<file path="config.mk">
export PLATFORM = sky130hd
export DESIGN_NAME = spike_frame_encoder_flat
export DESIGN_NICKNAME = d
export VERILOG_FILES = /design/src/rtl/spike_frame_encoder_pkg.sv /design/src/rtl/spike_frame_encoder_if.sv /design/src/rtl/spike_frame_encoder_latency_encoder.sv /design/src/rtl/spike_frame_encoder.sv /design/src/flat_wrapper.sv
export SDC_FILE = /design/constraint.sdc
export NUM_CORES = 1
export LEC_CHECK = 0
export ABC_AREA = 0
export CAP_MARGIN = 20
export CORE_UTILIZATION = 45
export CTS_CLUSTER_DIAMETER = 100
export DETAILED_ROUTE_END_ITERATION = 16
export GPL_ROUTABILITY_DRIVEN = 0
export PLACE_DENSITY = 0.74
export SYNTH_ARGS = -nofsm -noshare
export SYNTH_HDL_FRONTEND = slang
export SYNTH_HIERARCHICAL = 1
export SYNTH_SLANG_ARGS = --single-unit
</file>
<file path="constraint.sdc">
create_clock -name clk -period 4.71 [get_ports clk]
set_input_delay 0.942 -clock clk [delete_from_list [all_inputs] [get_ports clk]]
set_output_delay 0.942 -clock clk [all_outputs]
set_load 0.02 [all_outputs]
</file>
<file path="src/rtl/spike_frame_encoder_pkg.sv">
// Shared spiking-layer types and default geometry for the encoder front end.
package snn_pkg;

  localparam int unsigned SNN_NUM_SPIKES     = 16;
  localparam int unsigned SNN_PIXEL_BITS     = 8;
  localparam int unsigned SNN_LOG_TP         = 3;
  localparam int unsigned SNN_TESTING_PERIOD = 2 ** SNN_LOG_TP;
  localparam int unsigned SNN_TIME_PERIOD    = 24;
  localparam int unsigned SNN_LOG_TIME       = 5;
  localparam int unsigned SNN_THRESH         = 64;

  // {disable_l, time}: the MSB high means the input never spikes
  typedef logic [SNN_LOG_TP:0] spike_time_t;

  localparam spike_time_t SPIKE_DISABLED = {1'b1, {SNN_LOG_TP{1'b0}}};

endpackage

</file>
<file path="src/rtl/spike_frame_encoder_if.sv">
// Pixel stream into the frame encoder: valid/ready beats with a last marker and mode bit.
interface spike_frame_encoder_if
  import snn_pkg::*;
#(
  parameter int unsigned PIXEL_BITS = SNN_PIXEL_BITS
) ();

  logic                  pix_valid;
  logic                  pix_ready;
  logic [PIXEL_BITS-1:0] pix_data;
  logic                  pix_last;
  logic                  train_in;

  modport master (
    output pix_valid,
    output pix_data,
    output pix_last,
    output train_in,
    input  pix_ready
  );

  modport slave (
    input  pix_valid,
    input  pix_data,
    input  pix_last,
    input  train_in,
    output pix_ready
  );

endinterface

</file>
<file path="src/rtl/spike_frame_encoder_latency_encoder.sv">
// Latency code: brighter pixels spike earlier; pixels under threshold never spike.
module latency_encoder
  import snn_pkg::*;
#(
  parameter int unsigned PIXEL_BITS = SNN_PIXEL_BITS,
  parameter int unsigned LOG_TP     = SNN_LOG_TP,
  parameter int unsigned THRESH     = SNN_THRESH
) (
  input  logic [PIXEL_BITS-1:0] pix_i,
  output logic [LOG_TP:0]       word_o
);

  always_comb begin
    if (32'(pix_i) >= THRESH) begin
      word_o = {1'b0, ~pix_i[PIXEL_BITS-1 -: LOG_TP]};
    end else begin
      word_o = {1'b1, {LOG_TP{1'b0}}};
    end
  end

endmodule

</file>
<file path="src/rtl/spike_frame_encoder.sv">
// Frame loader with a shadow bank, and the period sequencer driving the spiking layer.
module spike_frame_encoder
  import snn_pkg::*;
#(
  parameter int unsigned NUM_SPIKES  = SNN_NUM_SPIKES,
  parameter int unsigned PIXEL_BITS  = SNN_PIXEL_BITS,
  parameter int unsigned LOG_TP      = SNN_LOG_TP,
  parameter int unsigned TIME_PERIOD = SNN_TIME_PERIOD,
  parameter int unsigned LOG_TIME    = SNN_LOG_TIME,
  parameter int unsigned THRESH      = SNN_THRESH
) (
  input  logic                              clk,
  input  logic                              rst,
  spike_frame_encoder_if.slave              pix,
  output logic [NUM_SPIKES-1:0][LOG_TP:0]   spike_times,
  output logic [LOG_TIME:0]                 time_val,
  output logic                              training,
  output logic                              frame_done,
  output logic                              len_err
);

  localparam int unsigned TESTING_PERIOD = 2 ** LOG_TP;
  localparam int unsigned IDX_W          = $clog2(NUM_SPIKES);
  localparam int unsigned TW             = LOG_TIME + 1;

  localparam logic [TW-1:0]    T_END_TRAIN = TW'(TIME_PERIOD - 1);
  localparam logic [TW-1:0]    T_END_TEST  = TW'(TESTING_PERIOD - 1);
  localparam logic [IDX_W-1:0] LAST_IDX    = IDX_W'(NUM_SPIKES - 1);

  localparam logic [0:0] ST_IDLE = 1'b0;
  localparam logic [0:0] ST_RUN  = 1'b1;

  localparam logic [LOG_TP:0]                 DIS_WORD = {1'b1, {LOG_TP{1'b0}}};
  localparam logic [NUM_SPIKES-1:0][LOG_TP:0] ALL_DIS  = {NUM_SPIKES{DIS_WORD}};

  logic [NUM_SPIKES-1:0][LOG_TP:0] shadow_q, shadow_d;
  logic [NUM_SPIKES-1:0][LOG_TP:0] active_q, active_d;
  logic [IDX_W-1:0]                fill_q, fill_d;
  logic                            shadow_full_q, shadow_full_d;
  logic                            shadow_train_q, shadow_train_d;
  logic [0:0]                      state_q, state_d;
  logic [TW-1:0]                   time_q, time_d;
  logic                            training_q, training_d;
  logic                            frame_done_q, frame_done_d;
  logic                            len_err_q, len_err_d;

  logic [LOG_TP:0] enc_word;
  logic            accept;
  logic            at_end;
  logic            swap;
  logic [TW-1:0]   end_t;

  latency_encoder #(
    .PIXEL_BITS (PIXEL_BITS),
    .LOG_TP     (LOG_TP),
    .THRESH     (THRESH)
  ) u_enc (
    .pix_i  (pix.pix_data),
    .word_o (enc_word)
  );

  assign pix.pix_ready = !shadow_full_q;
  assign end_t         = training_q ? T_END_TRAIN : T_END_TEST;
  assign accept        = pix.pix_valid && !shadow_full_q;
  assign at_end        = (state_q == ST_RUN) && (time_q == end_t);
  assign swap          = shadow_full_q && ((state_q == ST_IDLE) || at_end);

  always_comb begin
    shadow_d       = shadow_q;
    active_d       = active_q;
    fill_d         = fill_q;
    shadow_full_d  = shadow_full_q;
    shadow_train_d = shadow_train_q;
    state_d        = state_q;
    time_d         = time_q;
    training_d     = training_q;
    frame_done_d   = 1'b0;
    len_err_d      = 1'b0;

    // Accept and swap never coincide: a swap needs shadow_full, which blocks accept.
    if (accept) begin
      shadow_d[fill_q] = enc_word;
      if (fill_q == '0) begin
        shadow_train_d = pix.train_in;
      end
      if (pix.pix_last && (fill_q == LAST_IDX)) begin
        shadow_full_d = 1'b1;
        fill_d        = '0;
      end else if (pix.pix_last || (fill_q == LAST_IDX)) begin
        len_err_d = 1'b1;
        fill_d    = '0;
      end else begin
        fill_d = fill_q + 1'b1;
      end
    end

    if (state_q == ST_RUN) begin
      time_d = time_q + 1'b1;
      if (at_end) begin
        frame_done_d = 1'b1;
        if (!swap) begin
          state_d    = ST_IDLE;
          active_d   = ALL_DIS;
          time_d     = T_END_TRAIN;
          training_d = 1'b0;
        end
      end
    end

    if (swap) begin
      active_d      = shadow_q;
      training_d    = shadow_train_q;
      shadow_full_d = 1'b0;
      time_d        = '0;
      state_d       = ST_RUN;
    end
  end

  always_ff @(posedge clk or posedge rst) begin
    if (rst) begin
      shadow_q       <= ALL_DIS;
      active_q       <= ALL_DIS;
      fill_q         <= '0;
      shadow_full_q  <= 1'b0;
      shadow_train_q <= 1'b0;
      state_q        <= ST_IDLE;
      time_q         <= T_END_TRAIN;
      training_q     <= 1'b0;
      frame_done_q   <= 1'b0;
      len_err_q      <= 1'b0;
    end else begin
      shadow_q       <= shadow_d;
      active_q       <= active_d;
      fill_q         <= fill_d;
      shadow_full_q  <= shadow_full_d;
      shadow_train_q <= shadow_train_d;
      state_q        <= state_d;
      time_q         <= time_d;
      training_q     <= training_d;
      frame_done_q   <= frame_done_d;
      len_err_q      <= len_err_d;
    end
  end

  assign spike_times = active_q;
  assign time_val    = time_q;
  assign training    = training_q;
  assign frame_done  = frame_done_q;
  assign len_err     = len_err_q;

endmodule
</file>
<file path="src/flat_wrapper.sv">
// flat-port wrapper written by rule: the top's interface ports become plain ports
module spike_frame_encoder_flat import snn_pkg::*;
#(
  parameter int unsigned NUM_SPIKES  = SNN_NUM_SPIKES,
  parameter int unsigned PIXEL_BITS  = SNN_PIXEL_BITS,
  parameter int unsigned LOG_TP      = SNN_LOG_TP,
  parameter int unsigned TIME_PERIOD = SNN_TIME_PERIOD,
  parameter int unsigned LOG_TIME    = SNN_LOG_TIME,
  parameter int unsigned THRESH      = SNN_THRESH
)
  (clk, rst, spike_times, time_val, training, frame_done, len_err, pix_pix_valid, pix_pix_data, pix_pix_last, pix_train_in, pix_pix_ready);
  spike_frame_encoder_if #(.PIXEL_BITS(PIXEL_BITS)) pix_i ();
  input  logic clk;
  input  logic rst;
  output logic [NUM_SPIKES-1:0][LOG_TP:0] spike_times;
  output logic [LOG_TIME:0] time_val;
  output logic training;
  output logic frame_done;
  output logic len_err;
  input wire logic [$bits(pix_i.pix_valid)-1:0] pix_pix_valid;
  input wire logic [$bits(pix_i.pix_data)-1:0] pix_pix_data;
  input wire logic [$bits(pix_i.pix_last)-1:0] pix_pix_last;
  input wire logic [$bits(pix_i.train_in)-1:0] pix_train_in;
  output wire logic [$bits(pix_i.pix_ready)-1:0] pix_pix_ready;
  assign pix_i.pix_valid = pix_pix_valid;
  assign pix_i.pix_data = pix_pix_data;
  assign pix_i.pix_last = pix_pix_last;
  assign pix_i.train_in = pix_train_in;
  assign pix_pix_ready = pix_i.pix_ready;
  spike_frame_encoder #(.NUM_SPIKES(NUM_SPIKES), .PIXEL_BITS(PIXEL_BITS), .LOG_TP(LOG_TP), .TIME_PERIOD(TIME_PERIOD), .LOG_TIME(LOG_TIME), .THRESH(THRESH)) u_core (.clk(clk), .rst(rst), .pix(pix_i), .spike_times(spike_times), .time_val(time_val), .training(training), .frame_done(frame_done), .len_err(len_err));
endmodule
</file>
Word-level counts from Yosys, hierarchy flattened
Index checks and enable logic that the tools add are counted.
{"block": "word_totals", "regBits": 144, "out_inout_bits": 74, "inputBits": 13}
{"block": "classes", "bitwise": 2, "n_lt_le_gt_ge": 3, "muxes": 27, "n_reduce_logical": 16, "n_eq_ne": 2, "addsub": 2}
{"op": "$mux W64", "count": 3}
{"op": "$bwmux W64", "count": 1}
{"op": "$mux W6", "count": 3}
{"op": "$demux W4 S4", "count": 1}
{"op": "$mux W4", "count": 4}
{"op": "$mux W1", "count": 14}
{"op": "$ge A8 B7 Y1 const B", "count": 1}
{"op": "$reduce_bool A2 Y1", "count": 4}
{"op": "$add A6 B1 Y6 const B", "count": 1}
{"op": "$eq A6 B6 Y1", "count": 1}
{"op": "$reduce_and A2 Y1", "count": 3}
{"op": "$logic_and A1 B1 Y1", "count": 5}
{"op": "$lt A4 B5 Y1 const B", "count": 1}
{"op": "$mux W5", "count": 1}
{"op": "$add A4 B1 Y4 const B", "count": 1}
{"op": "$eq A4 B4 Y1 const B", "count": 1}
{"op": "$ge A4 B1 Y1 const B", "count": 1}
{"op": "$logic_not A4 Y1", "count": 1}
{"op": "$not A3 Y3", "count": 1}
{"op": "$logic_or A1 B1 Y1", "count": 2}
{"op": "$logic_not A1 Y1", "count": 1}
{"op": "$not A1 Y1", "count": 1}

Logic depth before layout (Yosys ltp)
Gate-level depths: netlist (run 1).
{"block": "logic_depth", "depth_word": 7, "depth_mapped": 7, "mapped_depth_nobuf": 7}

By module
Netlist (run 1), hierarchy kept.
{"module": "spike_frame_encoder", "area_each_um2": 6035.8, "instances": 1, "cells_each": 431}
{"module": "latency_encoder", "area_each_um2": 28.8, "instances": 1, "cells_each": 4}

Least setup slack after synthesis (run 1)
No wires, ideal clock.
{"block": "synth_timing", "path_kind": "flip-flop to output port", "from": "register u_core.shadow_full_q", "to": "output port pix_pix_ready", "path_stages_with_launch": 4, "setup_slack_ps": 2747, "path_buffers": 2, "arrival_ps": 1021, "cell_sequence": "dfrtp_1 buf_2 buf_1 inv_1"}
{"block": "synth_between", "elab_chain_cells": 1}
{"element": "start, declared", "line_no": "spike_frame_encoder.sv:39", "source": "logic shadow_full_q, shadow_full_d;"}
{"element": "start signal, assigned", "line_no": "spike_frame_encoder.sv:135", "source": "shadow_full_q <= shadow_full_d;"}
{"element": "$logic_not A1 Y1", "line_no": "spike_frame_encoder.sv:62", "source": "assign pix.pix_ready = !shadow_full_q;"}
{"element": "end, declared", "line_no": "flat_wrapper.sv:24", "source": "output wire logic [$bits(pix_i.pix_ready)-1:0] pix_pix_ready;"}
No other way between the ends.

Worst setup path in the final report (run 1)
Same ends and word-level chain as after synthesis.

==> flow_summary.yaml, run 1 <==
place:
  placedInstanceArea_mm2: 0.00700
  dpl.hpwl_um: 8630
  port_buffers: 81
clocking:
  post_cts_buffers: 0
  path_clk_slew_ns: 0.06
  cts_root_buffer: "clkbuf_16"
  clock_sinks: 144
  cts_tree: "yes"
  postCtsResizedCells: 0
  htree_levels: 4
  clk_path_buf_depth: 2
  numCtsBuffers: 17
  hold_buffers: 0
  clk_latency_ns: 0.41
worst_setup_path:
  reg2regPathDepth: 4
  reg2reg_to: "u_core/shadow_q[4]"
  endpoint_kind: "output port"
  timing.rr.start: "u_core/shadow_full_q"
  regToRegSetupSlack_ns: 2.15
  critPathRequiredTime_ns: 3.77
  critPathArrivalTime_ns: 2.16
  path_class: "register to output port"
  cp_max_fo: 38
  cp-start-kind: "register"
sta:
  fmax_mhz: 322
  skew_ns: 0.00844
  grt_setup_unrepaired: "false"
  setup_viol: 0
  fin_tns_setup_ns: 0
  final_hold_viol_count: 0
  drv_slew: 0
  worst_pin_slew_ns: 1.07
  slew_headroom: 0.287
  fin_crit_sh: 0.658
  period_needed_ns: 3.10
die:
  coreArea_mm2: 0.0132
  die_h_um: 118
  die_area_mm2: 0.0139
  rows: 42
  start_util: 0.460
  ios: 87
  chipWidth_um: 118
global_route:
  antenna_found_initial: 0
  grt_pass1_vias: 4052
  overflow: 0
  grt_max_degree: 54
  grt_pass1_wl_um: 21300
  track_usage: 0.196
power_and_ir_drop:
  peakVddDrop_mv: 0.233
  p_per_area_mw_per_mm2: 437
  p_leak_nw: 3.21
min_path:
  holdPathStages: 1
  hold_path.class: "register to register"
  min-delay-start: "u_core/spike_times[49]"
  hold_end: "u_core/spike_times[49]"
synth:
  synth_seq_cells: 144
  syn_nets: 455
  ys_types: 46
  syn_avg_cell_area_um2: 13.9
  syn_inst: 435
  ys_warn_count: 6
  synthesis.area_mm2: 0.00606
  synth_top_area_cell: "dfrtp_1"
  synth-seq-area-share: 0.602
  ys_top_cells_by_area: "dfrtp_1 45%, dfstp_2 16%, mux2_2 12%"
  yosysTopAreaCellShare: 0.446
run_status:
  status: "finished, violations left"
  violations: "DRC"
drt:
  viasPerCell: 5.74
  wirelength_um: 13100
  drc: 1
  via_count: 4021
  ant_nets: 0
  wire_per_inst_um: 18.7
  initialDrtViolationCount: 324
  first_pass_iters: 11
finish:
  synthToLayoutAreaGrowth_pct: 25.5
  finalInstanceArea_mm2: 0.00761
  multi_input_area_mm2: 0.00224
  drive_above_1_share: 0.305
  antenna_cells: 0
  layout.nets: 532
  regArea_mm2: 0.00365
  n_fill_cell: 1025
job:
  drv_cap: 0
==> registers in the layout (all words and copies together), names as in the netlist <==
name                   count
u_core/state_q             1
u_core/time_val            6
u_core/frame_done          1
u_core/shadow_q           64
u_core/shadow_train_q      1
u_core/len_err             1
u_core/shadow_full_q       1
u_core/fill_q              4
u_core/training            1
u_core/spike_times        64
==> logic make-up after synthesis <==
family | synth area share
fa+ha+maj | 0.0144
buf+inv | 0.0318
xor+xnor | 0.00557
simple gates | 0.0625
flops | 0.602
mux | 0.149
compound gates | 0.135
==> Yosys cell counts, drive strengths merged <==
library cell / number
xnor2: 2
a21oi: 2
and2b: 2
o221a: 16
and2: 3
o21ai: 7
a32o: 49
o21ba: 1
nor4: 1
nand2: 25
mux2i: 17
o21bai: 1
nor3b: 2
a311o: 2
nand3b: 3
o32ai: 1
mux2: 65
nor2b: 4
or3: 1
inv: 9
o2bb2ai: 1
o2111ai: 1
a221o: 1
ha: 7
and4bb: 1
dfrtp: 108
a31oi: 1
xor2: 1
nor3: 2
nand3: 7
dfstp: 36
buf: 15
clkbuf: 16
nor2: 14
and3: 3
o211ai: 1
nand4bb: 1
a21boi: 1
nand2b: 4
nor4bb: 1
==> cell usage in the layout, fill, tap and decap left out, types with 2 or more instances in the layout <==
master | synthesis | layout
a21oi_1 | 2 | 2
mux2i_1 | 17 | 17
clkinvlp_4 | 0 | 4
o221a_1 | 4 | 4
inv_1 | 9 | 8
nand2b_1 | 4 | 4
a32o_1 | 49 | 49
clkbuf_16 | 0 | 17
o21ai_0 | 6 | 6
and3_1 | 3 | 3
nor2b_1 | 4 | 4
nor3b_1 | 2 | 2
dfrtp_1 | 108 | 107
nand2_1 | 25 | 25
dfstp_2 | 36 | 36
mux2_2 | 65 | 65
nand3b_1 | 3 | 3
and2_1 | 3 | 3
nand3_1 | 7 | 7
nor2_1 | 14 | 14
nor3_1 | 2 | 2
o221a_2 | 12 | 12
inv_6 | 0 | 4
buf_4 | 0 | 7
a311o_1 | 2 | 2
clkinv_4 | 0 | 4
ha_1 | 7 | 7
clkdlybuf4s50_1 | 0 | 81
==> report_power, final <==
part           internal (mW)  leakage [nW]  switching [mW]
Combinational          0.243          1.09           0.235
Sequential              1.45          1.85           0.141
Clock                  0.746         0.271           0.514
==> per-stage QoR <==
stage	hold slack, ns	power [mW]	std cells	util	worst slack, ns
finish	0.492	3.33	701	0.577	1.61
global route	0.506	3.48	701	0.577	1.47
CTS	0.493	3.35	699	0.574	1.59
detailed placement	0.482	2.08	667	0.531	1.87
global placement	0.475	2.04	667	0.531	1.96
floorplan	0.480	1.90	435	-	1.99
==> routing by layer <==
| metal | vias up | routed length (um) | part of all wire | global-route usage |
|---|---|---|---|---|
| li1 | 1798 | - | - | - |
| met1 | 2103 | 5870 | 0.45 | 0.266 |
| met2 | 110 | 6580 | 0.50 | 0.317 |
| met3 | 10 | 555 | 0.042 | 0.0388 |
| met4 | 0 | 123 | 0.0094 | 0.0657 |
| met5 | - | 0 | 0 | 0 |
==> worst max path at each step <==
stage / startpoint / end / slack (ns) / depth (start not counted)
2_1_floorplan: rst / u_core/fill_q[0] / 1.99 / 1
3_3_place_gp: pix_pix_data[6] / u_core/shadow_q[18] / 1.96 / 3
3_5_place_dp: pix_pix_data[6] / u_core/shadow_q[22] / 1.87 / 3
4_1_cts: u_core/shadow_full_q / pix_pix_ready / 1.59 / 2
5_1_grt: u_core/shadow_full_q / pix_pix_ready / 1.47 / 2
6_report: u_core/shadow_full_q / pix_pix_ready / 1.61 / 2
==> critical path, cell delays in order (launching register included) <==
cell             delay [ns]
dfrtp_2                0.90
inv_1                  0.25
clkdlybuf4s50_1        0.60
==> layout make-up <==
cell class	instances	share of cell area
Sequential cell	144	0.480
Multi-Input combinational cell	251	0.294
Timing Repair Buffer	89	0.117
Clock buffer	18	0.0577
Tap cell	176	0.0289
Clock inverter	14	0.0173
Inverter	9	0.00493
No activity file was read; power rests on OpenSTA's default activity.
==> run 2, diff against run 1 <==
==> constraint.sdc (replaced) <==
create_clock -name clk -period 2.55 [get_ports clk]
set_input_delay 0.51 -clock clk [delete_from_list [all_inputs] [get_ports clk]]
set_output_delay 0.51 -clock clk [all_outputs]
set_load 0.02 [all_outputs]
==> run 2 against run 1 <==
  * The flow still finishes with violations (DRC)
  * First-iteration DRC count increased by 6.5%
  * Combinational power grew 83%
  * Register-to-register slack worse by 1.9 ns
  * Cell area rose by 1.2%
  * Sequential share of layout area shrank 0.58 points
  * Global-route usage up 0.33 points
  * Die area unchanged
  * Clock skew is 0.00083 ns lower
==> flow_summary.yaml, run 2 (same netlist as run 1, synthesis figures left out) <==
run_status:
  status: "finished, violations left"
  violations: "DRC"
die:
  die_area_mm2: 0.0139
  rows: 42
  start_util: 0.460
  chipWidth_um: 118
  coreArea_mm2: 0.0132
  die_h_um: 118
  ios: 87
drt:
  initialDrtViolationCount: 345
  viasPerCell: 5.71
  ant_nets: 0
  via_count: 4015
  first_pass_iters: 10
  drc: 1
  wirelength_um: 13200
  wire_per_inst_um: 18.8
worst_setup_path:
  endpoint_kind: "output port"
  cp_max_fo: 29
  cp-start-kind: "register"
  critPathRequiredTime_ns: 2.04
  critPathArrivalTime_ns: 1.94
  path_class: "register to output port"
place:
  placedInstanceArea_mm2: 0.00705
  port_buffers: 81
  dpl.hpwl_um: 8360
clocking:
  post_cts_buffers: 0
  clk_latency_ns: 0.41
  clock_sinks: 144
  cts_root_buffer: "clkbuf_16"
  path_clk_slew_ns: 0.06
  hold_buffers: 0
  postCtsResizedCells: 0
  numCtsBuffers: 17
  cts_tree: "yes"
  clk_path_buf_depth: 2
  htree_levels: 4
power_and_ir_drop:
  finalPower_mw: 6.44
  seqPwrFrac: 0.455
  p_leak_nw: 3.27
  combPwrFrac: 0.136
  switchingPower_mw: 1.64
  peakVddDrop_mv: 0.544
  p_per_area_mw_per_mm2: 837
  pwr-share-clk: 0.409
  cellInternalPower_mw: 4.80
  swShare: 0.255
global_route:
  grt_max_degree: 145
  overflow: 0
  track_usage: 0.200
  antenna_found_initial: 0
  grt_pass1_wl_um: 21700
  grt_pass1_vias: 4149
finish:
  antenna_cells: 0
  final_common_cell: "dfrtp_1"
  finalInstanceArea_mm2: 0.00770
  synthToLayoutAreaGrowth_pct: 27.0
  drive_above_1_share: 0.309
  n_fill_cell: 993
  final_cell_mix: "107 x dfrtp_1, 81 x clkdlybuf4s50_1, 65 x mux2_2"
  layout.nets: 534
sta:
  skew_ns: 0.00761
  final_hold_viol_count: 0
  drv_slew: 0
  period_needed_ns: 2.45
  setup_viol: 0
  grt_setup_unrepaired: "false"
  fin_crit_sh: 0.959
  fin_tns_setup_ns: 0
  slew_headroom: 0.290
  worst_pin_slew_ns: 1.06
  fmax_mhz: 409
min_path:
  hold_path.class: "register to register"
job:
  drv_cap: 0
## run 2: through the flow
| step | setup slack, ns | std cells | hold slack, ns | utilization |
|---|---|---|---|---|
| CTS | 0.101 | 702 | 0.495 | 0.583 |
| detailed placement | 0.182 | 670 | 0.481 | 0.535 |
| global route | 0.0507 | 703 | 0.498 | 0.584 |
| global placement | 0.244 | 670 | 0.477 | 0.535 |
| floorplan | 0.264 | 435 | 0.480 | - |
| finish | 0.104 | 703 | 0.489 | 0.584 |
## run 2: area by class of cell
cell class	instances	area [um2]	area share
inverters	9	37.5	0.00487
clock buffers	18	439	0.0570
multi-input cells	251	2240	0.291
repair buffers	91	911	0.118
clock inverters	14	204	0.0265
well taps	176	220	0.0286
flip-flops and latches	144	3650	0.474
## run 2: power by group through the flow
stage / clock network [mW] / logic [mW] / registers [mW]
after detailed placement: 0 / 0.872 / 2.97
after global placement: 0 / 0.833 / 2.94
final: 2.64 / 0.874 / 2.93
after global routing: 2.77 / 0.952 / 2.98
after floorplan: 0 / 0.573 / 2.93
after CTS: 2.69 / 0.881 / 2.94
## run 2: critical path, stage by stage, from the launching register on
cell,delay [ns]
dfrtp_2,0.72
inv_1,0.22
clkdlybuf4s50_1,0.59
## run 2: worst paths after layout
kind,depth (start not counted),end,slack (ns),start
max,2,pix_pix_ready,0.10,u_core/shadow_full_q
min,1,u_core/spike_times[40],0.49,u_core/spike_times[40]
max reg2reg,5,u_core/spike_times[0],0.26,u_core/time_val[0]
min reg2reg,1,u_core/spike_times[40],0.49,u_core/spike_times[40]
max in group asynchronous,3,u_core/fill_q[2],1.34,rst
min in group asynchronous,3,u_core/spike_times[1],0.68,rst
## run 2: routing by layer
metal	vias up	wire length, um	track usage
met5	-	0	0
met4	0	177	0.0745
met3	16	599	0.0441
met2	99	6550	0.319
met1	2093	5900	0.267
li1	1807	-	-
==> run 3, diff against run 2 <==
--- a/config.mk
+++ b/config.mk
@@ -6,6 +6,7 @@
 export NUM_CORES = 1
 export LEC_CHECK = 0
 export ABC_AREA = 0
+export ABC_CLOCK_PERIOD_IN_PS = 2550
 export CAP_MARGIN = 20
 export CORE_UTILIZATION = 45
 export CTS_CLUSTER_DIAMETER = 100
@@ -14,5 +15,4 @@
 export PLACE_DENSITY = 0.74
 export SYNTH_ARGS = -nofsm -noshare
 export SYNTH_HDL_FRONTEND = slang
-export SYNTH_HIERARCHICAL = 1
 export SYNTH_SLANG_ARGS = --single-unit
==> run 3 against run 2 <==
  * The run now ends clean
  * Hold slack better by 0.0057 ns
  * Sequential share of layout area is 2.1 points higher
  * Cell count fell by 5.0%
  * Synthesized cell count is 10% lower
  * Sequential power down 13%
  * Fmax up 0.42%
  * Power shrank 14%
==> flow_summary.yaml, run 3 <==
synth:
  ys_top_cells_by_count: "108 x dfrtp_1, 66 x mux2_2, 50 x a22o_1"
  yosysTopAreaCellShare: 0.479
  synth_seq_cells: 144
  ys_top_cells_by_area: "dfrtp_1 48%, dfstp_2 17%, mux2_2 13%"
  synth_top_area_cell: "dfrtp_1"
  ys.flop_type: "dfrtp_1"
  ys_types: 36
  syn_avg_cell_area_um2: 14.4
  ys_warn_count: 0
  async_reset_ff_frac: 1.00
  synthesis.area_mm2: 0.00564
  synth_most_common_cell: "dfrtp_1"
  syn_nets: 411
  synth_edf_count: 0
  synth-seq-area-share: 0.647
  syn_inst: 391
clocking:
  numCtsBuffers: 17
  hold_buffers: 0
  clk_latency_ns: 0.41
  cts_tree: "yes"
  htree_levels: 4
  clk_path_buf_depth: 2
  clock_sinks: 144
  path_clk_slew_ns: 0.06
  cts_root_buffer: "clkbuf_16"
  postCtsResizedCells: 0
  post_cts_buffers: 0
worst_setup_path:
  reg2reg_to: "u_core.spike_times[11]"
  timing.rr.start: "u_core.time_val[0]"
  cp_top_family: "buffers and inverters"
  cp_slowest_stage_delay_ns: 0.62
  slowest_stage: "clkdlybuf4s50_1"
  cp-start-kind: "register"
  reg2regPathDepth: 6
  cp_max_fo: 10
  regToRegSetupSlack_ns: 0.14
  crit_chain: "clkinv_1 > clkdlybuf4s50_1"
  critPathArrivalTime_ns: 1.93
  critPathRequiredTime_ns: 2.04
  endpoint_kind: "output port"
  path_class: "register to output port"
  cp.buffers_inverters: 2
global_route:
  overflow: 0
  antenna_found_initial: 0
  grt_max_degree: 100
  track_usage: 0.203
  grt_pass1_vias: 3818
  grt_pass1_wl_um: 19900
die:
  die_h_um: 114
  start_util: 0.465
  chipWidth_um: 114
  ios: 87
  die_area_mm2: 0.0130
  coreArea_mm2: 0.0121
  rows: 40
min_path:
  hold_end: "u_core.spike_times[18]"
  holdPathStages: 1
  min-delay-start: "u_core.shadow_q[18]"
  hold_path.class: "register to register"
power_and_ir_drop:
  p_leak_nw: 3.33
  switchingPower_mw: 1.15
  p_per_area_mw_per_mm2: 755
  cellInternalPower_mw: 4.42
  seqPwrFrac: 0.455
  pwr-share-clk: 0.492
  swShare: 0.207
  peakVddDrop_mv: 0.505
  combPwrFrac: 0.053
sta:
  fmax_mhz: 411
  skew_ns: 0.00919
  worst_pin_slew_ns: 0.625
  grt_setup_unrepaired: "false"
  drv_slew: 0
  setup_viol: 0
  fin_tns_setup_ns: 0
  fin_crit_sh: 0.955
  slew_headroom: 0.582
  period_needed_ns: 2.44
  final_hold_viol_count: 0
run_status:
  status: "complete, no violations"
finish:
  antenna_cells: 0
  regArea_mm2: 0.00365
  multi_input_area_mm2: 0.00186
  synthToLayoutAreaGrowth_pct: 30.8
  finalInstanceArea_mm2: 0.00738
  final_common_cell: "dfrtp_1"
  final_cell_mix: "108 x dfrtp_1, 81 x clkdlybuf4s50_1, 66 x mux2_2"
  n_fill_cell: 983
  drive_above_1_share: 0.306
  layout.nets: 507
drt:
  initialDrtViolationCount: 170
  first_pass_iters: 4
  via_count: 3587
  ant_nets: 0
  viasPerCell: 5.37
  drc: 0
  wire_per_inst_um: 18.1
  wirelength_um: 12100
job:
  drv_cap: 0
place:
  placedInstanceArea_mm2: 0.00671
  port_buffers: 81
  dpl.hpwl_um: 7890
run 3: cell types whose count changed in the layout (fill, tap and decap cells not counted), sizes merged, moves of 5 or more:
| cell | previous run | this run |
|---|---|---|
| a22o | 0 | 50 |
| a32o | 49 | 0 |
| buf | 10 | 17 |
| clkbuf | 18 | 23 |
| inv | 12 | 6 |
| mux2i | 17 | 2 |
| nand2 | 25 | 10 |
| nor2 | 14 | 24 |
| o221a | 16 | 0 |
| o22a | 0 | 16 |
run 3: area by class of cell:
cell class	instances	share of cell area
repair buffers	98	0.131
clock buffers	23	0.0648
flip-flops and latches	144	0.495
clock inverters	9	0.0243
well taps	168	0.0285
inverters	7	0.00407
multi-input cells	219	0.253
run 3: layer usage:
metal	vias up	share of wire	track usage	wire [um]
met3	14	0.033	0.0484	404
met1	1878	0.47	0.274	5670
met4	0	0.014	0.0762	169
li1	1620	-	-	-
met2	75	0.48	0.321	5850
met5	-	0	0	0
run 3: worst max-delay path by stage:
stage	start	to	slack (ns)	depth (start not counted)
floorplan	rst	u_core.fill_q[0]	0.26	1
global placement	pix_pix_data[7]	u_core.shadow_q[8]	0.11	4
detailed placement	u_core.time_val[0]	u_core.spike_times[63]	0.18	6
CTS	u_core.shadow_full_q	pix_pix_ready	0.11	2
global route	u_core.time_val[0]	u_core.spike_times[19]	0.02	6
finish	u_core.shadow_full_q	pix_pix_ready	0.11	2
run 3: power by group through the flow:
stage          clock network, mW  logic (mW)  registers [mW]
2_1_floorplan                  0       0.213            2.54
3_3_place_gp                   0       0.277            2.56
3_5_place_dp                   0       0.296            2.57
4_1_cts                     2.78       0.299            2.54
5_1_grt                     2.88       0.326            2.55
6_report                    2.74       0.294            2.54
run 3: through the flow:
step	power, mW	utilization	cells	setup WS [ns]	hold slack [ns]
final	5.57	0.609	668	0.114	0.495
after global routing	5.76	0.609	668	0.0223	0.520
after CTS	5.61	0.608	667	0.111	0.500
after detailed placement	2.87	0.554	635	0.178	0.481
after global placement	2.84	0.553	633	0.106	0.478
after floorplan	2.76	-	391	0.264	0.469
run 3: kinds of logic (layout without fill, tap and decap cells):
| family | count (synthesis) | count (layout) | synth area share |
|---|---|---|---|
| buffers and inverters | 28 | 137 | 0.0237 |
| adders and majority gates | 7 | 7 | 0.0155 |
| DFF | 144 | 144 | 0.647 |
| muxes | 68 | 68 | 0.135 |
| AOI/OAI and AO/OA | 82 | 82 | 0.125 |
| and+or+nand+nor | 59 | 59 | 0.0482 |
| xor gates and xnor gates | 3 | 3 | 0.00466 |
